$ cat src/rtl/uart_rx_if.sv
// Byte-stream side of the UART receiver: holding-register handshake plus error pulses.
interface uart_rx_if;
  logic [7:0] data_o;
  logic       valid_o;
  logic       ready_i;
  logic       frame_err_o;
  logic       overrun_o;

  modport master (
    output data_o,
    output valid_o,
    output frame_err_o,
    output overrun_o,
    input  ready_i
  );

  modport slave (
    input  data_o,
    input  valid_o,
    input  frame_err_o,
    input  overrun_o,
    output ready_i
  );
endinterface

$ cat src/rtl/uart_rx.sv
// 8N1 UART receiver: two-flop synchroniser, mid-bit sampling FSM and a one-entry
// output register with valid/ready handshake; frame errors and overruns pulse for one cycle.
module uart_rx #(
  parameter int FREQ = 27000000,
  parameter int BAUD = 115200
) (
  input  logic       clk_i,
  input  logic       rstn_i,
  input  logic       uart_rx_i,
  uart_rx_if.master  rx_bus
);

  localparam int CLKS_PER_BIT = FREQ / BAUD;
  localparam int HALF_BIT     = CLKS_PER_BIT / 2;
  localparam int CW           = (CLKS_PER_BIT > 1) ? $clog2(CLKS_PER_BIT) : 1;

  generate
    if (CLKS_PER_BIT < 4) begin : g_bad_rate
      $error("uart_rx: FREQ/BAUD must be at least 4");
    end
  endgenerate

  typedef enum logic [2:0] {
    S_IDLE,
    S_START,
    S_DATA,
    S_STOP,
    S_BREAK
  } state_t;

  state_t          state_reg, state_next;
  logic [1:0]      sync_reg;
  logic [CW-1:0]   cnt_reg, cnt_next;
  logic [2:0]      idx_reg, idx_next;
  logic [7:0]      sh_reg, sh_next;
  logic [7:0]      data_reg, data_next;
  logic            valid_reg, valid_next;
  logic            ferr_reg, ferr_next;
  logic            ovr_reg, ovr_next;

  logic rx_s;
  logic tick;
  logic handshake;

  assign rx_s      = sync_reg[1];
  assign tick      = (cnt_reg == '0);
  assign handshake = valid_reg & rx_bus.ready_i;

  always_ff @(posedge clk_i) begin
    if (!rstn_i) begin
      state_reg <= S_IDLE;
      sync_reg  <= 2'b11;
      cnt_reg   <= '0;
      idx_reg   <= '0;
      sh_reg    <= '0;
      data_reg  <= '0;
      valid_reg <= 1'b0;
      ferr_reg  <= 1'b0;
      ovr_reg   <= 1'b0;
    end else begin
      state_reg <= state_next;
      sync_reg  <= {sync_reg[0], uart_rx_i};
      cnt_reg   <= cnt_next;
      idx_reg   <= idx_next;
      sh_reg    <= sh_next;
      data_reg  <= data_next;
      valid_reg <= valid_next;
      ferr_reg  <= ferr_next;
      ovr_reg   <= ovr_next;
    end
  end

  always_comb begin
    state_next = state_reg;
    cnt_next   = tick ? cnt_reg : cnt_reg - 1'b1;
    idx_next   = idx_reg;
    sh_next    = sh_reg;
    data_next  = data_reg;
    valid_next = valid_reg;
    ferr_next  = 1'b0;
    ovr_next   = 1'b0;

    // A delivery in the same cycle overrides this clear in the STOP branch below.
    if (handshake) begin
      valid_next = 1'b0;
    end

    case (state_reg)
      S_IDLE: begin
        if (!rx_s) begin
          state_next = S_START;
          cnt_next   = CW'(HALF_BIT - 1);
        end
      end
      S_START: begin
        if (tick) begin
          if (!rx_s) begin
            state_next = S_DATA;
            idx_next   = '0;
            cnt_next   = CW'(CLKS_PER_BIT - 1);
          end else begin
            state_next = S_IDLE;
          end
        end
      end
      S_DATA: begin
        if (tick) begin
          sh_next  = {rx_s, sh_reg[7:1]};
          cnt_next = CW'(CLKS_PER_BIT - 1);
          if (idx_reg == 3'd7) begin
            state_next = S_STOP;
          end else begin
            idx_next = idx_reg + 3'd1;
          end
        end
      end
      S_STOP: begin
        if (tick) begin
          if (rx_s) begin
            state_next = S_IDLE;
            if (!valid_reg || handshake) begin
              data_next  = sh_reg;
              valid_next = 1'b1;
            end else begin
              ovr_next = 1'b1;
            end
          end else begin
            ferr_next  = 1'b1;
            state_next = S_BREAK;
          end
        end
      end
      S_BREAK: begin
        // Stay here while the line is held low so a break gives one error, not many.
        if (rx_s) begin
          state_next = S_IDLE;
        end
      end
      default: begin
        state_next = S_IDLE;
      end
    endcase
  end

  assign rx_bus.data_o      = data_reg;
  assign rx_bus.valid_o     = valid_reg;
  assign rx_bus.frame_err_o = ferr_reg;
  assign rx_bus.overrun_o   = ovr_reg;

endmodule

$ cat src/flat_wrapper.sv
// flat-port wrapper written by rule: the top's interface ports become plain ports
module uart_rx_flat 
#(
  parameter int FREQ = 27000000,
  parameter int BAUD = 115200
)
  (clk_i, rstn_i, uart_rx_i, rx_bus_data_o, rx_bus_valid_o, rx_bus_frame_err_o, rx_bus_overrun_o, rx_bus_ready_i);
  uart_rx_if rx_bus_i ();
  input  logic clk_i;
  input  logic rstn_i;
  input  logic uart_rx_i;
  output wire logic [$bits(rx_bus_i.data_o)-1:0] rx_bus_data_o;
  output wire logic [$bits(rx_bus_i.valid_o)-1:0] rx_bus_valid_o;
  output wire logic [$bits(rx_bus_i.frame_err_o)-1:0] rx_bus_frame_err_o;
  output wire logic [$bits(rx_bus_i.overrun_o)-1:0] rx_bus_overrun_o;
  input wire logic [$bits(rx_bus_i.ready_i)-1:0] rx_bus_ready_i;
  assign rx_bus_data_o = rx_bus_i.data_o;
  assign rx_bus_valid_o = rx_bus_i.valid_o;
  assign rx_bus_frame_err_o = rx_bus_i.frame_err_o;
  assign rx_bus_overrun_o = rx_bus_i.overrun_o;
  assign rx_bus_i.ready_i = rx_bus_ready_i;
  uart_rx #(.FREQ(FREQ), .BAUD(BAUD)) u_core (.clk_i(clk_i), .rstn_i(rstn_i), .uart_rx_i(uart_rx_i), .rx_bus(rx_bus_i));
endmodule
$ cat config.mk
export PLATFORM = sky130hd
export DESIGN_NAME = uart_rx_flat
export DESIGN_NICKNAME = d
export VERILOG_FILES = /design/src/rtl/uart_rx_if.sv /design/src/rtl/uart_rx.sv /design/src/flat_wrapper.sv
export SDC_FILE = /design/constraint.sdc
export NUM_CORES = 1
export LEC_CHECK = 0
export BUFFER_PORTS_ARGS = -buffer_cell sky130_fd_sc_hd__buf_2
export CORE_MARGIN = 2
export CORE_UTILIZATION = 62
export DETAILED_ROUTE_END_ITERATION = 6
export GPL_TIMING_DRIVEN = 0
export HOLD_SLACK_MARGIN = 0.05
export PLACE_DENSITY = 0.85
export SLEW_MARGIN = 20
export SYNTH_ARGS = -nofsm -noshare
export SYNTH_HDL_FRONTEND = slang
export SYNTH_SLANG_ARGS = --single-unit
$ cat constraint.sdc
create_clock -name clk_i -period 4.4 [get_ports clk_i]
set_clock_uncertainty 0.2 [all_clocks]
set_input_delay 1.32 -clock clk_i [delete_from_list [all_inputs] [get_ports clk_i]]
set_output_delay 1.32 -clock clk_i [all_outputs]
set_load 0.01 [all_outputs]
; After elaboration in Yosys (flattened, before gate mapping)
; Cells that the tools add are included.
[word_totals]
regBits = 35
out_inout_bits = 11
[classes]
addsub = 2
n_eq_ne = 13
mux = 27
bitwise = 1
reduce_logical = 11
[op_table]
columns = operator, count
row1 = $mux W8, 5
row2 = $mux W3, 11
row3 = $pmux W8 S3, 1
row4 = $pmux W3 S5, 1
row5 = $ne A2 B1 Y1 const B, 5
row6 = $logic_not A8 Y1, 1
row7 = $reduce_and A4 Y1, 2
row8 = $sub A8 B1 Y8 const B, 1
row9 = $mux W1, 7
row10 = $eq A3 B2 Y1 const B, 2
row11 = $eq A3 B3 Y1 const B, 2
row12 = $ne A2 B2 Y1 const B, 3
row13 = $pmux W3 S2, 1
row14 = $reduce_and A6 Y1, 1
row15 = $reduce_and A5 Y1, 1
row16 = $add A3 B1 Y3 const B, 1
row17 = $eq A3 B1 Y1 const B, 1
row18 = $logic_not A3 Y1, 1
row19 = $reduce_and A3 Y1, 1
row20 = $mux W2, 1
row21 = $reduce_and A2 Y1, 1
row22 = $reduce_bool A2 Y1, 1
row23 = $and A1 B1 Y1, 1
row24 = $logic_not A1 Y1, 1
row25 = $logic_or A1 B1 Y1, 1

; Depth between registers and ports, before layout
; Gate-level depths: netlist of run 1.
[logic_depth]
word_depth = 6
depth_mapped = 10

; Worst setup path before layout of run 1
; No wires, ideal clock.
[synth_timing]
path_kind = reg-to-reg
from = register u_core.cnt_reg[0]
to = register u_core.cnt_reg[0]
t_arrival_ps = 2278
slack_ps = 1805
stages_incl_launch_ff = 10
period_less_slack_ps = 2595
cell_sequence = dfxtp_1 inv_1 ha_1 or4b_4 nor2_1 clkinv_1 ha_1 a32oi_1 o22ai_1 a32o_1
[synth_via]
elab_chain_cells = 5
elab_cells_between_ends = 8
[synth_rtl]
columns = element, line
row1 = start: declaration, uart_rx.sv:33  ; logic [CW-1:0] cnt_reg, cnt_next;
row2 = start signal: assignment, uart_rx.sv:63  ; cnt_reg <= cnt_next;
row3 = $sub A8 B1 Y8 or $logic_not A8 Y1 (tied branches), "uart_rx.sv:75, uart_rx.sv:46"
row4 = $mux W8, uart_rx.sv:75  ; cnt_next = tick ? cnt_reg : cnt_reg - 1'b1;
row5 = $mux W8, uart_rx.sv:97  ; if (!rx_s) begin
row6 = $mux W8, uart_rx.sv:96  ; if (tick) begin
row7 = $pmux W8 S3 (*), uart_rx.sv:88  ; case (state_reg)
; Mark *: on every way between the ends. The rest lies on a longest branch, timed or not.
; A chain may end at the register's enable or synchronous reset.

; Final worst setup path of run 1
; Same ends and word-level chain as after synthesis.

==> impl_metrics.json, run 1 <==
{
  "outcome": "finished clean",
  "fillers": 192,
  "leakage_nw": 0.658,
  "power_frac_comb": 0.387,
  "grt_pass1_wl_um": 5560,
  "synthesis.instances": 182,
  "dr.pass1.iters": 4,
  "drv_cap": 0,
  "final-setup-viol-count": 0,
  "wl_per_cell_um": 14.2,
  "yosys_warnings": 0,
  "port-buffer-count": 14,
  "ys_seq_area_frac": 0.427,
  "cp_top_family": "simple AND/OR/NAND/NOR gates",
  "io_pins": 15,
  "rows": 18,
  "fin_crit_sh": 0.697,
  "worst_pin_slew_ns": 0.735,
  "grt_usage": 0.234,
  "clockPowerShare": 0.186,
  "syn-cell-area_um2": 1640,
  "clkSinkCount": 35,
  "critPathMaxStageDelay_ns": 0.49,
  "nets": 212,
  "synth_edf_count": 0,
  "internal-power_w": 0.000567,
  "vias": 1379,
  "grt_pass1_vias": 1298,
  "worstPathRequired_ns": 4.44,
  "final_common_cell": "dfxtp_1",
  "worstHoldPathType": "register to register",
  "routed_wl_um": 3330,
  "die_w_um": 55.5,
  "grt_max_degree": 12,
  "cts-root-buf": "clkbuf_4",
  "syn_to_final_growth_pct": 9.83,
  "n_antenna_cell": 0,
  "p_seq_frac": 0.426,
  "place_congestion": 0.809,
  "sw_frac_of_total": 0.384,
  "ys_ff_latch": 35,
  "cts_buffer_depth": 2,
  "synth.distinct_cells": 41,
  "cpMaxStageDelayCell": "or4b_4",
  "core_area_um2": 2500,
  "switchingPower_w": 0.000353,
  "cts_buffers": 5,
  "drtAntennaViolNets": 0,
  "slew_violations": 0,
  "path_cells": "inv_1 -> ha_1 -> or4b_4 -> nor2_1 -> clkinv_1 -> ha_1 -> a32oi_1 -> o22ai_1 -> a32o_1",
  "synth_ff_type": "dfxtp_1",
  "cts_resized": 0,
  "multiInputGateArea_um2": 872,
  "relSlewSlack": 0.506,
  "fin_crit_ns": 3.07,
  "synth_nets": 191,
  "regArea_um2": 701,
  "cts_hold_buf": 0,
  "die_h_um": 55.5,
  "cts_max_level": 2,
  "dieArea_um2": 3080,
  "path_common_cell": "ha_1",
  "p_per_area_nw_per_um2": 510,
  "async_flop_share": 0,
  "critical_path_arrival_ns": 3.11,
  "cts_setup_buffers": 0,
  "layout_common_cells": "dfxtp_1 (35), nand3_1 (15), buf_2 (15)",
  "clkTransAtPathRegs_ns": 0.10,
  "finalHoldWorstSlack_ns": 0.217,
  "max-vdd-ir-drop_mv": 0.453,
  "crit_path_end_kind": "register",
  "start_util": 0.657,
  "tns_ns": 0,
  "syn_avg_cell_area_um2": 9.02,
  "vias_per_cell": 5.89,
  "rsz0062_at_grt": "false",
  "drtIter0Drc": 58,
  "worstPathMaxFanout": 8,
  "hpwl_um": 2360,
  "grt_overflow": 0,
  "drive_above_1_share": 0.142,
  "hold_viol": 0,
  "drc": 0,
  "critPathBufInv": 2,
  "antenna_found_initial": 0,
  "max_freq_ghz": 0.326,
  "clk_latency_ns": 0.35,
  "crit_path_start_kind": "register",
  "path_class": "register to register",
  "cts_tree": "yes"
}
[power groups by stage]
stage / Combinational, W / Sequential [W] / Clock (W)
2_1_floorplan: 0.000282 / 0.000389 / 0
3_3_place_gp: 0.000333 / 0.000393 / 0
3_5_place_dp: 0.000350 / 0.000398 / 0
4_1_cts: 0.000352 / 0.000390 / 0.000175
5_1_grt: 0.000401 / 0.000396 / 0.000187
6_report: 0.000356 / 0.000392 / 0.000172
[layout make-up]
type	instances	share of cell area
Clock buffer	6	0.0229
Timing Repair Buffer	14	0.0389
Sequential cell	35	0.389
Tap cell	30	0.0208
Clock inverter	2	0.00694
Inverter	7	0.0146
Multi-Input combinational cell	129	0.484
Buffer	11	0.0236
[per-stage QoR]
stage	std cells	setup WS [ns]	instance area [µm²]	utilization	total power, W
after detailed placement	226	1.38	1750	0.700	0.000748
after floorplan	182	1.80	1640	-	0.000671
after global placement	226	1.45	1750	0.700	0.000727
after CTS	234	1.36	1800	0.721	0.000918
after global routing	234	1.15	1800	0.721	0.000984
final	234	1.33	1800	0.721	0.000920
[cells by family after synthesis]
| group | synth area share |
|---|---|
| buffers and inverters | 0.0419 |
| muxes | 0.0617 |
| AOI/OAI and AO/OA | 0.146 |
| xor gates and xnor gates | 0.0107 |
| and+or+nand+nor | 0.275 |
| adders and majority gates | 0.0381 |
| DFF | 0.427 |
[routing by layer]
metal	global-route usage	up-vias	wire, µm
met3	0.0820	11	149
met1	0.267	644	1510
met5	0	-	0
met4	0.111	0	90
met2	0.388	35	1580
li1	-	689	-
[synthesized netlist by cell type, types with 2 or more instances]
cell | instances | area share
mux2i_1 | 9 | 0.055
nand3_1 | 15 | 0.046
o21a_1 | 3 | 0.014
o22ai_1 | 2 | 0.0076
clkbuf_1 | 10 | 0.023
a32oi_1 | 2 | 0.011
and2_1 | 3 | 0.011
dfxtp_1 | 35 | 0.43
a21oi_1 | 5 | 0.015
nand2_1 | 12 | 0.027
a31oi_1 | 3 | 0.011
nor3b_1 | 5 | 0.023
nor3_1 | 6 | 0.018
o31a_1 | 2 | 0.011
nor2_1 | 9 | 0.021
a21boi_0 | 8 | 0.037
nand2b_1 | 4 | 0.015
xnor2_1 | 2 | 0.011
inv_1 | 6 | 0.014
nor2b_1 | 11 | 0.042
o21ai_0 | 6 | 0.018
ha_1 | 5 | 0.038
[worst paths after layout]
check,depth (start not counted),to,start,slack (ns)
setup / recovery,9,u_core.cnt_reg[0],u_core.cnt_reg[0],1.33
hold / removal,1,u_core.sync_reg[1],u_core.sync_reg[0],0.22
setup reg to reg,9,u_core.cnt_reg[0],u_core.cnt_reg[0],1.33
hold reg to reg,1,u_core.sync_reg[1],u_core.sync_reg[0],0.22
No activity file was read; power rests on OpenSTA's default activity.
==> run 2: changes to the inputs <==
CORE_UTILIZATION = 52   (was 62)
PLACE_DENSITY = 0.76   (was 0.85)
clock period = 2.5 ns   (was 4.4 ns; I/O delays follow)
==> impl_metrics.json, run 2 (synthesis results as in run 1) <==
{
  "slew_violations": 0,
  "rows": 20,
  "final_core_util": 0.628,
  "die_h_um": 60.2,
  "grt_usage": 0.221,
  "n_antenna_cell": 0,
  "die_w_um": 60.2,
  "drc": 0,
  "dpl-instance-area_um2": 1770,
  "cts_buffer_depth": 2,
  "max_freq_ghz": 0.407,
  "post-place-ws_ns": -0.349,
  "wl_per_cell_um": 14.2,
  "layout_common_cells": "dfxtp_1 (33), nand3_1 (15), buf_2 (15)",
  "drv_cap": 0,
  "cts_hold_buf": 0,
  "grt_overflow": 0,
  "critical_path_arrival_ns": 2.49,
  "hpwl_um": 2480,
  "p_per_area_nw_per_um2": 999,
  "clk_latency_ns": 0.34,
  "instances_no_fill": 250,
  "rsz0062_at_grt": "true",
  "tns_ns": 0,
  "drtIter0Drc": 80,
  "cts_buffers": 5,
  "nets": 214,
  "clkSinkCount": 35,
  "fin_crit_sh": 0.982,
  "max-vdd-ir-drop_mv": 0.602,
  "outcome": "finished clean",
  "grt_max_degree": 12,
  "cts-root-buf": "clkbuf_4",
  "syn_to_final_growth_pct": 15.8,
  "core_area_um2": 3030,
  "path_class": "register to register",
  "relSlewSlack": 0.484,
  "io_pins": 15,
  "drtAntennaViolNets": 0,
  "antenna_found_initial": 0,
  "leakage_nw": 0.693,
  "start_util": 0.542,
  "dieArea_um2": 3620,
  "final_common_cell": "dfxtp_1",
  "grt_pass1_vias": 1322,
  "drive_above_1_share": 0.175,
  "cts_tree": "yes",
  "layout_setup_ws_ns": 0.0442,
  "routed_wl_um": 3550,
  "final-setup-viol-count": 0,
  "dpl.cell_count": 240,
  "worst_pin_slew_ns": 0.772,
  "worstHoldPathType": "register to register",
  "port-buffer-count": 14,
  "hold_viol": 0,
  "fin_crit_ns": 2.46,
  "place_congestion": 0.788,
  "vias": 1402,
  "clkTransAtPathRegs_ns": 0.10,
  "cts_max_level": 2,
  "crit_path_start_kind": "register",
  "dr.pass1.iters": 4,
  "crit_path_end_kind": "register",
  "worstPathMaxFanout": 5,
  "grt_pass1_wl_um": 5910,
  "vias_per_cell": 5.61,
  "worstPathRequired_ns": 2.54,
  "stdcell_area_um2": 1900
}
[run 2: layout make-up]
| cell class | instances | area, µm² |
|---|---|---|
| fill | 268 | 1130 |
| multi-input combinational | 129 | 882 |
| sequential | 35 | 703 |
| timing repair buffer | 16 | 85.1 |
| clock inverter | 2 | 60.1 |
| tap | 44 | 55.1 |
| buffer | 11 | 42.5 |
| clock buffer | 6 | 41.3 |
| inverter | 7 | 31.3 |
[run 2: per-layer routing]
metal,wire (µm),global-route usage,vias to the layer above
met5,0,0,-
met4,77,0.0952,0
met3,106,0.0584,8
met2,1680,0.352,24
met1,1690,0.279,677
li1,-,-,693
[run 2: power by group]
| group | switching, W | internal [W] | leakage, nW |
|---|---|---|---|
| Combinational | 0.000394 | 0.000308 | 0.356 |
| Sequential | 0.0000735 | 0.000622 | 0.285 |
| Clock | 0.000190 | 0.000312 | 0.0525 |
[run 2: path summary, 6_finish.rpt]
kind / cells after the start / start / to / slack (ns)
min: 1 / u_core.sync_reg[0] / u_core.sync_reg[1] / 0.23
max: 9 / u_core.cnt_reg[0] / u_core.cnt_reg[0] / 0.04
min reg2reg: 1 / u_core.sync_reg[0] / u_core.sync_reg[1] / 0.23
max reg2reg: 9 / u_core.cnt_reg[0] / u_core.cnt_reg[0] / 0.04
[run 2: per-stage QoR]
step,power (W),hold slack (ns)
3_3_place_gp,0.00130,0.197
5_1_grt,0.00201,0.263
6_report,0.00190,0.228
4_1_cts,0.00190,0.235
3_5_place_dp,0.00133,0.205
2_1_floorplan,0.00119,0.186
[run 2: timing repair]
item / CTS / global route
resized for setup: 4 / 2
pin swaps: 2 / 3
setup endpoints to repair: 1 / 9
setup buffers: 2 / 0
[run 2: critical path, stage by stage (launching register included)]
cell      delay [ns]
dfxtp_2         0.35
inv_1           0.08
ha_2            0.18
or4b_4          0.50
nor2_4          0.16
clkinv_4        0.06
ha_1            0.29
a32oi_1         0.21
o22ai_1         0.10
a32o_1          0.21
